`config.mk`:
```
export PLATFORM = sky130hd
export DESIGN_NAME = temporal_max_n
export DESIGN_NICKNAME = d
export VERILOG_FILES = /design/src/rtl/temporal_max_n.sv
export SDC_FILE = /design/constraint.sdc
export NUM_CORES = 1
export LEC_CHECK = 0
export ABC_AREA = 1
export BUFFER_PORTS_ARGS = -buffer_cell sky130_fd_sc_hd__buf_2
export CORE_ASPECT_RATIO = 1.4
export CORE_MARGIN = 2
export CORE_UTILIZATION = 55
export CTS_CLUSTER_DIAMETER = 150
export DETAILED_ROUTE_END_ITERATION = 10
export GPL_TIMING_DRIVEN = 1
export PLACE_DENSITY_LB_ADDON = 0.15
export RECOVER_POWER = 50
export SLEW_MARGIN = 20
export SYNTH_ARGS = -nofsm -noshare
export SYNTH_HDL_FRONTEND = slang
export SYNTH_SLANG_ARGS = --single-unit
```
`constraint.sdc`:
```
create_clock -name aclk -period 2.3 [get_ports aclk]
set_input_delay 0.46 -clock aclk [delete_from_list [all_inputs] [get_ports aclk]]
set_output_delay 0.46 -clock aclk [all_outputs]
set_load 0.03 [all_outputs]
```
`src/rtl/temporal_max_n.sv`:
```
// Temporal race-logic resolver: arms on set, timestamps the first spike per channel and
// reports the MAX, tie-excluding MAX, or MIN arrival of the wave as an edge-coded result.
module temporal_max_n #(
    parameter int N    = 4,
    parameter int TW   = 8,
    parameter int MODE = 1,
    parameter int EDGE = 0,
    localparam int IW  = (N > 1) ? $clog2(N) : 1
) (
    input  logic          aclk,
    input  logic          grst,
    input  logic          set,
    input  logic [N-1:0]  in,
    output logic          q,
    output logic [TW-1:0] q_time,
    output logic [IW-1:0] q_idx,
    output logic          valid,
    output logic          tie,
    output logic          timeout,
    output logic          busy
);

    typedef enum logic [1:0] {
        S_IDLE  = 2'd0,
        S_ARMED = 2'd1,
        S_DONE  = 2'd2
    } state_t;

    localparam logic [N-1:0]  CH_ONE  = {{(N-1){1'b0}}, 1'b1};
    localparam logic [TW-1:0] CNT_ONE = {{(TW-1){1'b0}}, 1'b1};
    localparam logic [TW-1:0] CNT_MAX = {TW{1'b1}};
    localparam logic [N-1:0]  PREV_RST = (EDGE == 0) ? {N{1'b0}} : {N{1'b1}};

    state_t          r_state;
    logic [N-1:0]    r_prev;
    logic [N-1:0]    r_arrived;
    logic [TW-1:0]   r_count;
    logic            r_q;
    logic [TW-1:0]   r_q_time;
    logic [IW-1:0]   r_q_idx;
    logic            r_valid;
    logic            r_tie;
    logic            r_timeout;

    logic [N-1:0]    w_spike;
    logic [N-1:0]    w_new;
    logic [N-1:0]    w_all;
    logic            w_multi;
    logic            w_tie;
    logic            w_resolve;
    logic            w_expire;
    logic [IW-1:0]   w_low_idx;

    assign w_spike = (EDGE == 0) ? (in & ~r_prev) : (~in & r_prev);
    // Only first spikes of an armed, non-restarting cycle count as arrivals.
    assign w_new   = (set || (r_state != S_ARMED)) ? '0 : (w_spike & ~r_arrived);
    assign w_all   = r_arrived | w_new;
    assign w_multi = |(w_new & (w_new - CH_ONE));
    assign w_tie   = (MODE == 1) && w_multi;

    always_comb begin
        w_low_idx = '0;
        for (int i = N - 1; i >= 0; i--) begin
            if (w_new[i]) begin
                w_low_idx = i[IW-1:0];
            end
        end
    end

    always_comb begin
        w_resolve = 1'b0;
        if (MODE == 2) begin
            w_resolve = |w_new;
        end else begin
            w_resolve = (|w_new) && (&w_all);
        end
    end

    assign w_expire = (r_state == S_ARMED) && !set && (r_count == CNT_MAX);

    always_ff @(posedge aclk or negedge grst) begin
        if (!grst) begin
            r_prev <= PREV_RST;
        end else begin
            r_prev <= in;
        end
    end

    always_ff @(posedge aclk or negedge grst) begin
        if (!grst) begin
            r_state   <= S_IDLE;
            r_arrived <= '0;
            r_count   <= '0;
            r_q       <= 1'b0;
            r_q_time  <= '0;
            r_q_idx   <= '0;
            r_valid   <= 1'b0;
            r_tie     <= 1'b0;
            r_timeout <= 1'b0;
        end else if (set) begin
            r_state   <= S_ARMED;
            r_arrived <= '0;
            r_count   <= '0;
            r_q       <= 1'b0;
            r_valid   <= 1'b0;
            r_tie     <= 1'b0;
            r_timeout <= 1'b0;
        end else begin
            r_valid <= 1'b0;
            case (r_state)
                S_IDLE: begin
                    r_state <= S_IDLE;
                end
                S_ARMED: begin
                    r_arrived <= w_all;
                    // Resolution wins over expiry when both land on the last count.
                    if (w_resolve) begin
                        r_state   <= S_DONE;
                        r_valid   <= 1'b1;
                        r_q       <= !w_tie;
                        r_tie     <= w_tie;
                        r_timeout <= 1'b0;
                        r_q_time  <= r_count;
                        r_q_idx   <= w_tie ? '0 : w_low_idx;
                    end else if (w_expire) begin
                        r_state   <= S_DONE;
                        r_valid   <= 1'b1;
                        r_q       <= 1'b0;
                        r_tie     <= 1'b0;
                        r_timeout <= 1'b1;
                        r_q_time  <= CNT_MAX;
                        r_q_idx   <= '0;
                    end else begin
                        r_count <= r_count + CNT_ONE;
                    end
                end
                S_DONE: begin
                    r_state <= S_DONE;
                end
                default: begin
                    r_state <= S_IDLE;
                end
            endcase
        end
    end

    assign q       = r_q;
    assign q_time  = r_q_time;
    assign q_idx   = r_q_idx;
    assign valid   = r_valid;
    assign tie     = r_tie;
    assign timeout = r_timeout;
    assign busy    = (r_state == S_ARMED);

endmodule

```
Yosys cells after proc, flatten, opt, wreduce, memory -nomap -nowiden
Index checks and enable logic that the tools add are counted.
Word-level totals
  register bits: 32
  latch bits: 0
  RAM bits: 0
  bits in read-only memories: 0
  input bits: 7
  output and inout bits: 15
  memories: 0
Cells by class
  $add $sub $neg: 2
  multipliers: 0
  div/mod/pow operators: 0
  magnitude comparators: 0
  eq/ne operators: 7
  shift-type cells: 0
  multiplexer cells: 35
  bitwise gates (word level): 7
  reductions and logical operators: 15
Operator list (count)
  8-bit 2-to-1 mux: 6
  2-bit 2-to-1 mux: 10
  1-bit 2-to-1 mux: 15
  4-bit bitwise AND: 3
  4-bit 2-to-1 mux: 3
  8-bit by 1-bit adder with 8-bit output, second input constant: 1
  8-bit equality test, second input constant: 1
  4-bit NOT: 2
  4-bit OR reduction: 2
  3-bit AND reduction: 2
  2-bit != test, second input constant: 2
  4-bit by 2-bit != test with 1-bit output, second input constant: 1
  4-bit bitwise OR: 1
  2-bit case mux with 2 select lines: 1
  4-bit AND reduction: 1
  2-bit nonzero test: 2
  4-bit by 1-bit subtractor with 4-bit output, second input constant: 1
  1-bit logical AND: 3
  3-bit nonzero test: 1
  2-bit by 1-bit equality test with 1-bit output, second input constant: 1
  2-bit equality test, second input constant: 1
  1-bit logical NOT: 2
  2-bit by 1-bit != test with 1-bit output, second input constant: 1
  2-bit AND reduction: 1
  other kinds (2): 2

Longest topological paths before layout
Gate-level depths: netlist (run 1).
  depth after elaboration: 11
  gate-level depth with buffers: 12

Least setup slack after synthesis (run 1)
No wires, ideal clock.
  path kind: reg-to-reg
  from: register r_state[1]
  to: register r_q_time[5], in the netlist q_time[5]
  library setup time: 0.117 ns
  arrival: 1.682 ns
  data required time: 2.183 ns
  path slack: 0.501 ns
  stages on the path, launching flop included: 13
  path buffers: 1
  period minus slack after synthesis: 1.799 ns
  cells stage by stage: dfrtp_1 > inv_1 > ha_1 > nand2_8 > inv_4 > nand2_1 > nor2_2 > nor2_2 > nand2_2 > nand2_4 > buf_6 > nor2_1 > nor2_1
RTL lines
  start, declared: RTL line 34  | state_t r_state;
  start signal, assigned: RTL line 91  | r_state <= S_IDLE;
  start signal, assigned: RTL line 101  | r_state <= S_ARMED;
  start signal, assigned: RTL line 112  | r_state <= S_IDLE;
  2-bit by 1-bit equality test with 1-bit output *
  named net busy: RTL line 20  | output logic busy
  1-bit logical AND (2 in a row): RTL line 79  | assign w_expire = (r_state == S_ARMED) && !set && (r_count == CNT_MAX);
  2-bit nonzero test (no source line)
  3-bit AND reduction (no source line) *
  end signal, assigned: RTL line 123  | r_q_time <= r_count;
  end, declared: RTL line 39  | logic [TW-1:0] r_q_time;
Mark *: on every way through the listed nets, which the timed path passes. The rest lies on a longest branch.
A chain may end at the register's enable or synchronous reset.

Worst setup path after layout (run 1)
  from: register r_state[0]
  to: register r_count[5]
Between the ends
  longest elaborated chain between the ends: 8
RTL lines
  2-bit by 1-bit != test with 1-bit output: RTL line 56  | assign w_new = (set || (r_state != S_ARMED)) ? '0 : (w_spike & ~r_arrived);
  1-bit logical OR: RTL line 56
  4-bit 2-to-1 mux: RTL line 56
  4-bit bitwise OR: RTL line 57  | assign w_all = r_arrived | w_new;
  4-bit AND reduction: RTL line 75  | w_resolve = (|w_new) && (&w_all);
  1-bit logical AND: RTL line 75
  2-bit != test (no source line)
  3-bit AND reduction (no source line) *
  end signal, assigned: RTL line 134  | r_count <= r_count + CNT_ONE;
  end, declared: RTL line 37  | logic [TW-1:0] r_count;
Mark *: on every way between the ends. The rest lies on a longest branch, timed or not.

==> out/results.tsv, run 1 <==
metric	value	unit
outcome	complete, but fails checks	
failing checks	max-capacitance violations, max-slew violations	
CTS sink cnt	32	
design area	0.00177	mm^2
max-slew violation count	33	
synth cell count leaders	39 x nand2_1, 36 x nor2_1, 32 x dfrtp_1	
Min-Delay Path Class	primary input to register	
Avg Vias per Cell	5.16	
NetSw	0.291	mW
DRT Pass-1 Iters	4	
syn nets	200	
# port buffers	21	
initial antenna violation count	0	
YS warnings	0	
Final Skew	0.00442	ns
post-synth top area share	50.6	%
H-tree Lvls	2	
fin crit share	84.4	%
Clock transition at path regs	0.06	ns
Site Rows	23	
Slew HR	-8.34	%
Critical Path Fanout Max	28	
core box area	0.00279	mm^2
Sw Share	25.1	%
Peak supply drop	0.000453	V
share of the yosys chip area belonging to registers	50.6	%
CP endpoint kind	register	
CTS root buf	clkbuf_8	
endpoints failing setup	0	
global placer's final weighted congestion	0.786	
FILL cells	244	
Pwr per Cell Area	655	mW/mm^2
Max Cap Viol	1	
nets@finish	223	
top_reg_cell synth	dfrtp_1	
Syn Std Cell Area	0.00158	mm^2
Die Height	67.5	um
Post-synth EDFFs	0	
CTS Hold Buffers Added	0	
fin cells	252	
crit path kind	register to register	
DRC viols	0	
post-CTS setup buffer count	0	
worst path arrival time	2.10	ns
Syn Area/Cell	8.29	um^2
fmax	0.515	GHz
# resized after CTS	0	
DR iter-0 viols	46	
Final min period	1.94	ns
Hold Violations, Final	0	
flops & latches, synth	32	
cell internal pwr	0.867	mW
Place WS	0.352	ns
routed via count	1300	
synth top area cells	dfrtp_1 51%, nand2_1 9.2%, nor2_1 8.5%	
area grow syn2layout	11.5	%
Post-Syn Instances	191	
Slew @ Worst Pin	1.63	ns
placed cells	244	
crit start category	register	
global-route wire length before repair	5080	um
worst skew pair latency	0.28	ns
ANT cells	0	
die area	0.00333	mm^2
io pins	22	
RSZ-0062 raised after global routing	no	
drt wl/cell	11.8	um
vias in the first global route	1194	
final WL	2970	um
Starting Density	56.7	%
Clock power frac	37.1	%
leakage	0.945	nW
DIE WIDTH	49.4	um
grt ovf	0	
Post-DP HPWL	2180	um
fraction of registers with async set/reset	100	%
Final ANT Viol Nets	0	
placed inst area	0.00169	mm^2
top-count cell post-synth	nand2_1	
Synth cell types	23	
worst-case clock buffer depth	2	
final worst slack	0.359	ns
pin count of the biggest net entering global routing	33	
CTS tree	built	
clock buffer count from CTS	5	
cell taking the most area after synthesis	dfrtp_1	
layout cells sized above 1	14.9	%
Comb power frac	11.3	%
Overall Global Routing Usage	20.5	%
Reg power frac	51.6	%
WP data required	2.46	ns
final setup TNS	0	ns
per-layer routing:
metal	share of wire [%]	GRT usage (%)	wire length [um]	vias up
met1	41	20.5	1210	600
met2	53	39.2	1570	36
met4	1.9	11.1	57	0
li1	-	-	-	657
met3	4.6	4.65	136	7
met5	0	0	0	-
registers in the layout, summed over array words and instances, names as in the netlist:
| register | flops |
|---|---|
| tie | 1 |
| q | 1 |
| r_state | 2 |
| q_time | 8 |
| valid | 1 |
| r_count | 8 |
| r_arrived | 4 |
| r_prev | 4 |
| timeout | 1 |
| q_idx | 2 |
metrics by stage:
step	hold slack [ns]	utilization, %	power (mW)
2_1_floorplan	0.164	-	0.701
3_3_place_gp	0.471	60.4	0.736
3_5_place_dp	0.482	60.4	0.741
4_1_cts	0.241	63.6	1.17
5_1_grt	0.303	63.3	1.22
6_report	0.301	63.3	1.16
power by group through the flow:
stage | clock network, mW | logic [mW] | registers, mW
final | 0.429 | 0.131 | 0.598
after floorplan | 0 | 0.0944 | 0.606
after CTS | 0.440 | 0.135 | 0.597
after global placement | 0 | 0.129 | 0.607
after detailed placement | 0 | 0.134 | 0.607
after global routing | 0.470 | 0.148 | 0.600
worst max-delay path: stages (launching register included):
cell and delay, ns:
dfrtp_1 0.39, ha_1 0.30, nand2_8 0.14, nor2_1 0.07
nor2_1 0.18, nand2_2 0.09, nand2_4 0.25, nand3_2 0.22
nand2_1 0.11, nand2_1 0.07
path summary, 6_finish.rpt:
| check | end | cells past startpoint | slack [ns] | start |
|---|---|---|---|---|
| worst min-delay path | r_prev[2]$_DFF_PN0_ | 1 | 0.30 | in[2] |
| min in group asynchronous | r_count[7]$_DFFE_PN0P_ | 1 | 0.59 | grst |
| worst min register to register | q_time[7]$_DFFE_PN0P_ | 2 | 0.49 | q_time[7]$_DFFE_PN0P_ |
| max in group asynchronous | r_count[4]$_DFFE_PN0P_ | 1 | 0.77 | grst |
| worst max-delay path | r_count[5]$_DFFE_PN0P_ | 9 | 0.36 | r_state[0]$_DFFE_PN0P_ |
| worst max register to register | r_count[5]$_DFFE_PN0P_ | 9 | 0.36 | r_state[0]$_DFFE_PN0P_ |
cell families (layout without fill, tap and decap cells):
family | Yosys count | in the layout | share of synthesized area [%]
XOR/XNOR | 1 | 1 | 0.553
AO/OA/AOI/OAI | 18 | 18 | 5.92
AND/OR/NAND/NOR | 111 | 111 | 32.6
buffers and inverters | 27 | 51 | 8.77
adder cells (fa/ha/maj) | 2 | 2 | 1.58
flip-flops | 32 | 32 | 50.6
cell type report:
cell class              count  area, um^2  share of cell area (%)
clock buffers               8        90.1                    5.10
inverters                  22        90.1                    5.10
multi-input cells         132         644                    36.5
flip-flops and latches     32         801                    45.3
well taps                  37        46.3                    2.62
repair buffers             21        95.1                    5.38
cells in the final DEF, fill, tap and decap left out:
cell | Yosys | layout
o21ai_1 | 5 | 5
buf_2 | 0 | 13
clkbuf_8 | 0 | 6
inv_4 | 1 | 1
a21oi_1 | 8 | 8
inv_1 | 20 | 20
o21ai_0 | 4 | 4
nand3_1 | 13 | 13
ha_1 | 2 | 2
nor3_1 | 1 | 1
nand2_1 | 39 | 39
inv_6 | 1 | 1
xnor2_1 | 1 | 1
nand2_4 | 2 | 2
nand2_8 | 1 | 1
nand2_2 | 2 | 2
dfrtp_1 | 32 | 32
nor2_2 | 3 | 3
or2_2 | 1 | 1
nand4_1 | 12 | 12
a21oi_2 | 1 | 1
nor2_1 | 36 | 36
nand3_2 | 1 | 1
clkbuf_1 | 0 | 10
Power figures use the tool's default switching activity.
==> inputs of run 2 (changes only) <==
--- a/config.mk
+++ b/config.mk
@@ -5,7 +5,7 @@
 export SDC_FILE = /design/constraint.sdc
 export NUM_CORES = 1
 export LEC_CHECK = 0
-export ABC_AREA = 1
+export ABC_AREA = 0
 export BUFFER_PORTS_ARGS = -buffer_cell sky130_fd_sc_hd__buf_2
 export CORE_ASPECT_RATIO = 1.4
 export CORE_MARGIN = 2
==> constraint.sdc (replaced) <==
create_clock -name aclk -period 1.8 [get_ports aclk]
set_input_delay 0.36 -clock aclk [delete_from_list [all_inputs] [get_ports aclk]]
set_output_delay 0.36 -clock aclk [all_outputs]
set_load 0.03 [all_outputs]
==> out/results.tsv, run 2 <==
metric	value	unit	change
Max Cap Viol	0		-1
Crit-path slowest cell	dfrtp_1		
Clock transition at path regs	0.06	ns	about the same
Synth cell types	45		+96%
Slew HR	46.1	%	+54 points
CTS tree	built		
CTS root buf	clkbuf_8		
Reg power frac	42.9	%	-8.7 points
crit start category	register		
layout cells sized above 1	48.2	%	+33 points
nets@finish	227		+1.8%
final worst slack	-0.143	ns	-0.502 ns
share of the yosys chip area belonging to registers	50.8	%	+0.20 points
top_reg_cell synth	dfrtp_1		
core box area	0.00279	mm^2	unchanged
DIE WIDTH	49.3	um	-0.18%
DRT Pass-1 Iters	4		unchanged
Overall Global Routing Usage	28.1	%	+7.6 points
Comb power frac	29.9	%	+19 points
Avg Vias per Cell	5.64		+9.4%
CTS sink cnt	32		unchanged
Hold Violations, Final	0		unchanged
fmax	0.515	GHz	-0.12%
YS warnings	0		unchanged
fin cells	255		+1.2%
CP endpoint kind	register		
initial antenna violation count	0		unchanged
post-synth top area share	50.8	%	+0.20 points
WP data required	1.97	ns	-0.49 ns
RSZ-0062 raised after global routing	yes		
placed inst area	0.00198	mm^2	+18%
crit path kind	register to register		
cell taking the most area after synthesis	dfrtp_1		
# port buffers	21		unchanged
fraction of registers with async set/reset	100	%	unchanged
Final min period	1.94	ns	+0.00243 ns
worst-case clock buffer depth	2		unchanged
max-slew violation count	0		-100%
flops & latches, synth	32		unchanged
synth cell count leaders	32 x dfrtp_1, 17 x nor2_1, 15 x nand2_1		
most common cell after layout, fill and taps aside	buf_4		
Clock power frac	27.2	%	-9.9 points
Worst R2R Setup Slack	-0.14	ns	-0.50 ns
Starting Density	56.5	%	-0.22 points
final setup TNS	-1.46	ns	-1.46 ns
FILL cells	165		-32%
Final ANT Viol Nets	0		unchanged
Syn Std Cell Area	0.00158	mm^2	-0.39%
leakage	1.12	nW	+19%
endpoints failing setup	18		+18
design area	0.00230	mm^2	+30%
syn nets	162		-19%
ANT cells	0		unchanged
clock buffer count from CTS	5		unchanged
crit-path cells	ha_4 -> and4bb_2 -> o22ai_2 -> nor4_4 -> buf_4 -> nor2_4 -> inv_4 -> a221o_1		
worst skew pair latency	0.28	ns	about the same
Critical Path Fanout Max	8		-71%
Slew @ Worst Pin	0.809	ns	-0.817 ns
drt wl/cell	16.0	um	+36%
commonest non-fill, non-tap cells in the layout	38 x buf_4, 32 x dfrtp_1, 19 x buf_2		
global placer's final weighted congestion	0.835		+6.3%
DR iter-0 viols	50		+8.7%
synth top area cells	dfrtp_1 51%, nor2_1 4.0%, nand2_1 3.6%		
H-tree Lvls	2		unchanged
global-route wire length before repair	6740	um	+33%
DRC viols	0		unchanged
Min-Delay Path Class	primary input to async pin		
Syn Area/Cell	10.3	um^2	+24%
outcome	complete, but fails checks		
Final Skew	0.00205	ns	-0.00237 ns
Site Rows	23		unchanged
Design Power	1.86	mW	+60%
worst path arrival time	2.11	ns	about the same
final WL	4090	um	+38%
placed cells	237		-2.9%
NetSw	0.545	mW	+87%
Sw Share	29.4	%	+4.2 points
pin count of the biggest net entering global routing	33		unchanged
vias in the first global route	1467		+23%
routed via count	1439		+11%
io pins	22		unchanged
Post-Syn Instances	153		-20%
grt ovf	0		unchanged
Post-DP HPWL	2830	um	+30%
CP max stage delay	0.41	ns	+0.02 ns
cell internal pwr	1.31	mW	+51%
Die Height	67.4	um	-0.19%
failing checks	negative setup slack		
Peak supply drop	0.000779	V	+72%
area grow syn2layout	45.6	%	
die area	0.00332	mm^2	-0.37%
Pwr per Cell Area	808	mW/mm^2	+23%
fin crit share	108	%	+24 points
top-count cell post-synth	dfrtp_1		
Post-synth EDFFs	0		unchanged
-- run 2: changes by cell type after synthesis, sizes merged, moves of 4 or more --
cell   previous run  this run
nand2            44        15
inv              22         5
nor2b             0         5
nand3            14         5
nor4              0         8
nand4            12         1
a211o             0         4
nor2             39        18
nor3b             0         8
a21oi             9         4
-- run 2: repair_timing --
action / 4_1_cts / 5_1_grt
buffers inserted: 5 / 4
pin swaps: 8 / 7
setup endpoints to repair: 20 / 24
hold buffers: 0 / 0
gates resized for setup: 20 / 13
cloned: 2 / 0
hold endpoints to repair: 0 / 0
-- run 2: final cells by class --
| cell class | instances | area, um^2 | area share, % |
|---|---|---|---|
| inverter | 5 | 21.3 | 0.926 |
| multi-input combinational | 108 | 862 | 37.5 |
| timing repair buffer | 66 | 489 | 21.3 |
| clock inverter | 1 | 5.00 | 0.218 |
| tap | 37 | 46.3 | 2.02 |
| clock buffer | 6 | 72.6 | 3.16 |
| sequential | 32 | 801 | 34.9 |
-- run 2: power groups by stage --
stage                     Combinational [mW]  Clock (mW)  Sequential [mW]
after floorplan                        0.257           0            0.811
after global placement                 0.426           0            0.803
after detailed placement               0.440           0            0.806
after CTS                              0.519       0.517            0.793
after global routing                   0.591       0.551            0.797
final                                  0.555       0.505            0.796
-- run 2: stage by stage --
stage,setup WS (ns),hold WS [ns],utilization [%]
finish,-0.143,0.159,82.3
global route,-0.217,0.193,82.3
CTS,-0.151,0.150,79.2
detailed placement,-0.249,0.454,71.1
global placement,-0.196,0.433,71.1
floorplan,-0.104,0.0644,-
-- run 2: critical path: cells and delay by family, from the launching register on --
family | cells | cell delay (ns)
buffers and inverters | 2 | 0.25
adders and majority gates | 1 | 0.20
and+or+nand+nor | 3 | 0.44
DFF | 1 | 0.41
AOI/OAI and AO/OA | 2 | 0.52
-- run 2: path summary, 6_finish.rpt --
| check | from | to | cells past startpoint |
|---|---|---|---|
| setup reg to reg | r_state[0]$_DFFE_PN0P_ | r_count[7]$_DFFE_PN0P_ | 8 |
| hold / removal | grst | r_prev[3]$_DFF_PN0_ | 1 |
| min in group aclk | in[1] | r_prev[1]$_DFF_PN0_ | 1 |
| setup / recovery | r_state[0]$_DFFE_PN0P_ | r_count[7]$_DFFE_PN0P_ | 8 |
| hold reg to reg | q$_DFFE_PN0P_ | q$_DFFE_PN0P_ | 2 |
| max in group asynchronous | grst | r_arrived[2]$_DFFE_PN0P_ | 1 |
-- run 2: metal layers --
| layer | routed length, um | GRT usage (%) |
|---|---|---|
| met1 | 1500 | 27.5 |
| met2 | 2390 | 56.3 |
| met3 | 124 | 6.19 |
| met4 | 71 | 11.1 |
| met5 | 0 | 0 |
-- run 2: cells by family after synthesis --
group                      synth area share [%]
AOI/OAI and AO/OA                          13.2
muxes                                     0.634
buffers and inverters                      4.28
DFF                                        50.8
xor gates and xnor gates                   1.11
adders and majority gates                  2.22
and+or+nand+nor                            27.8
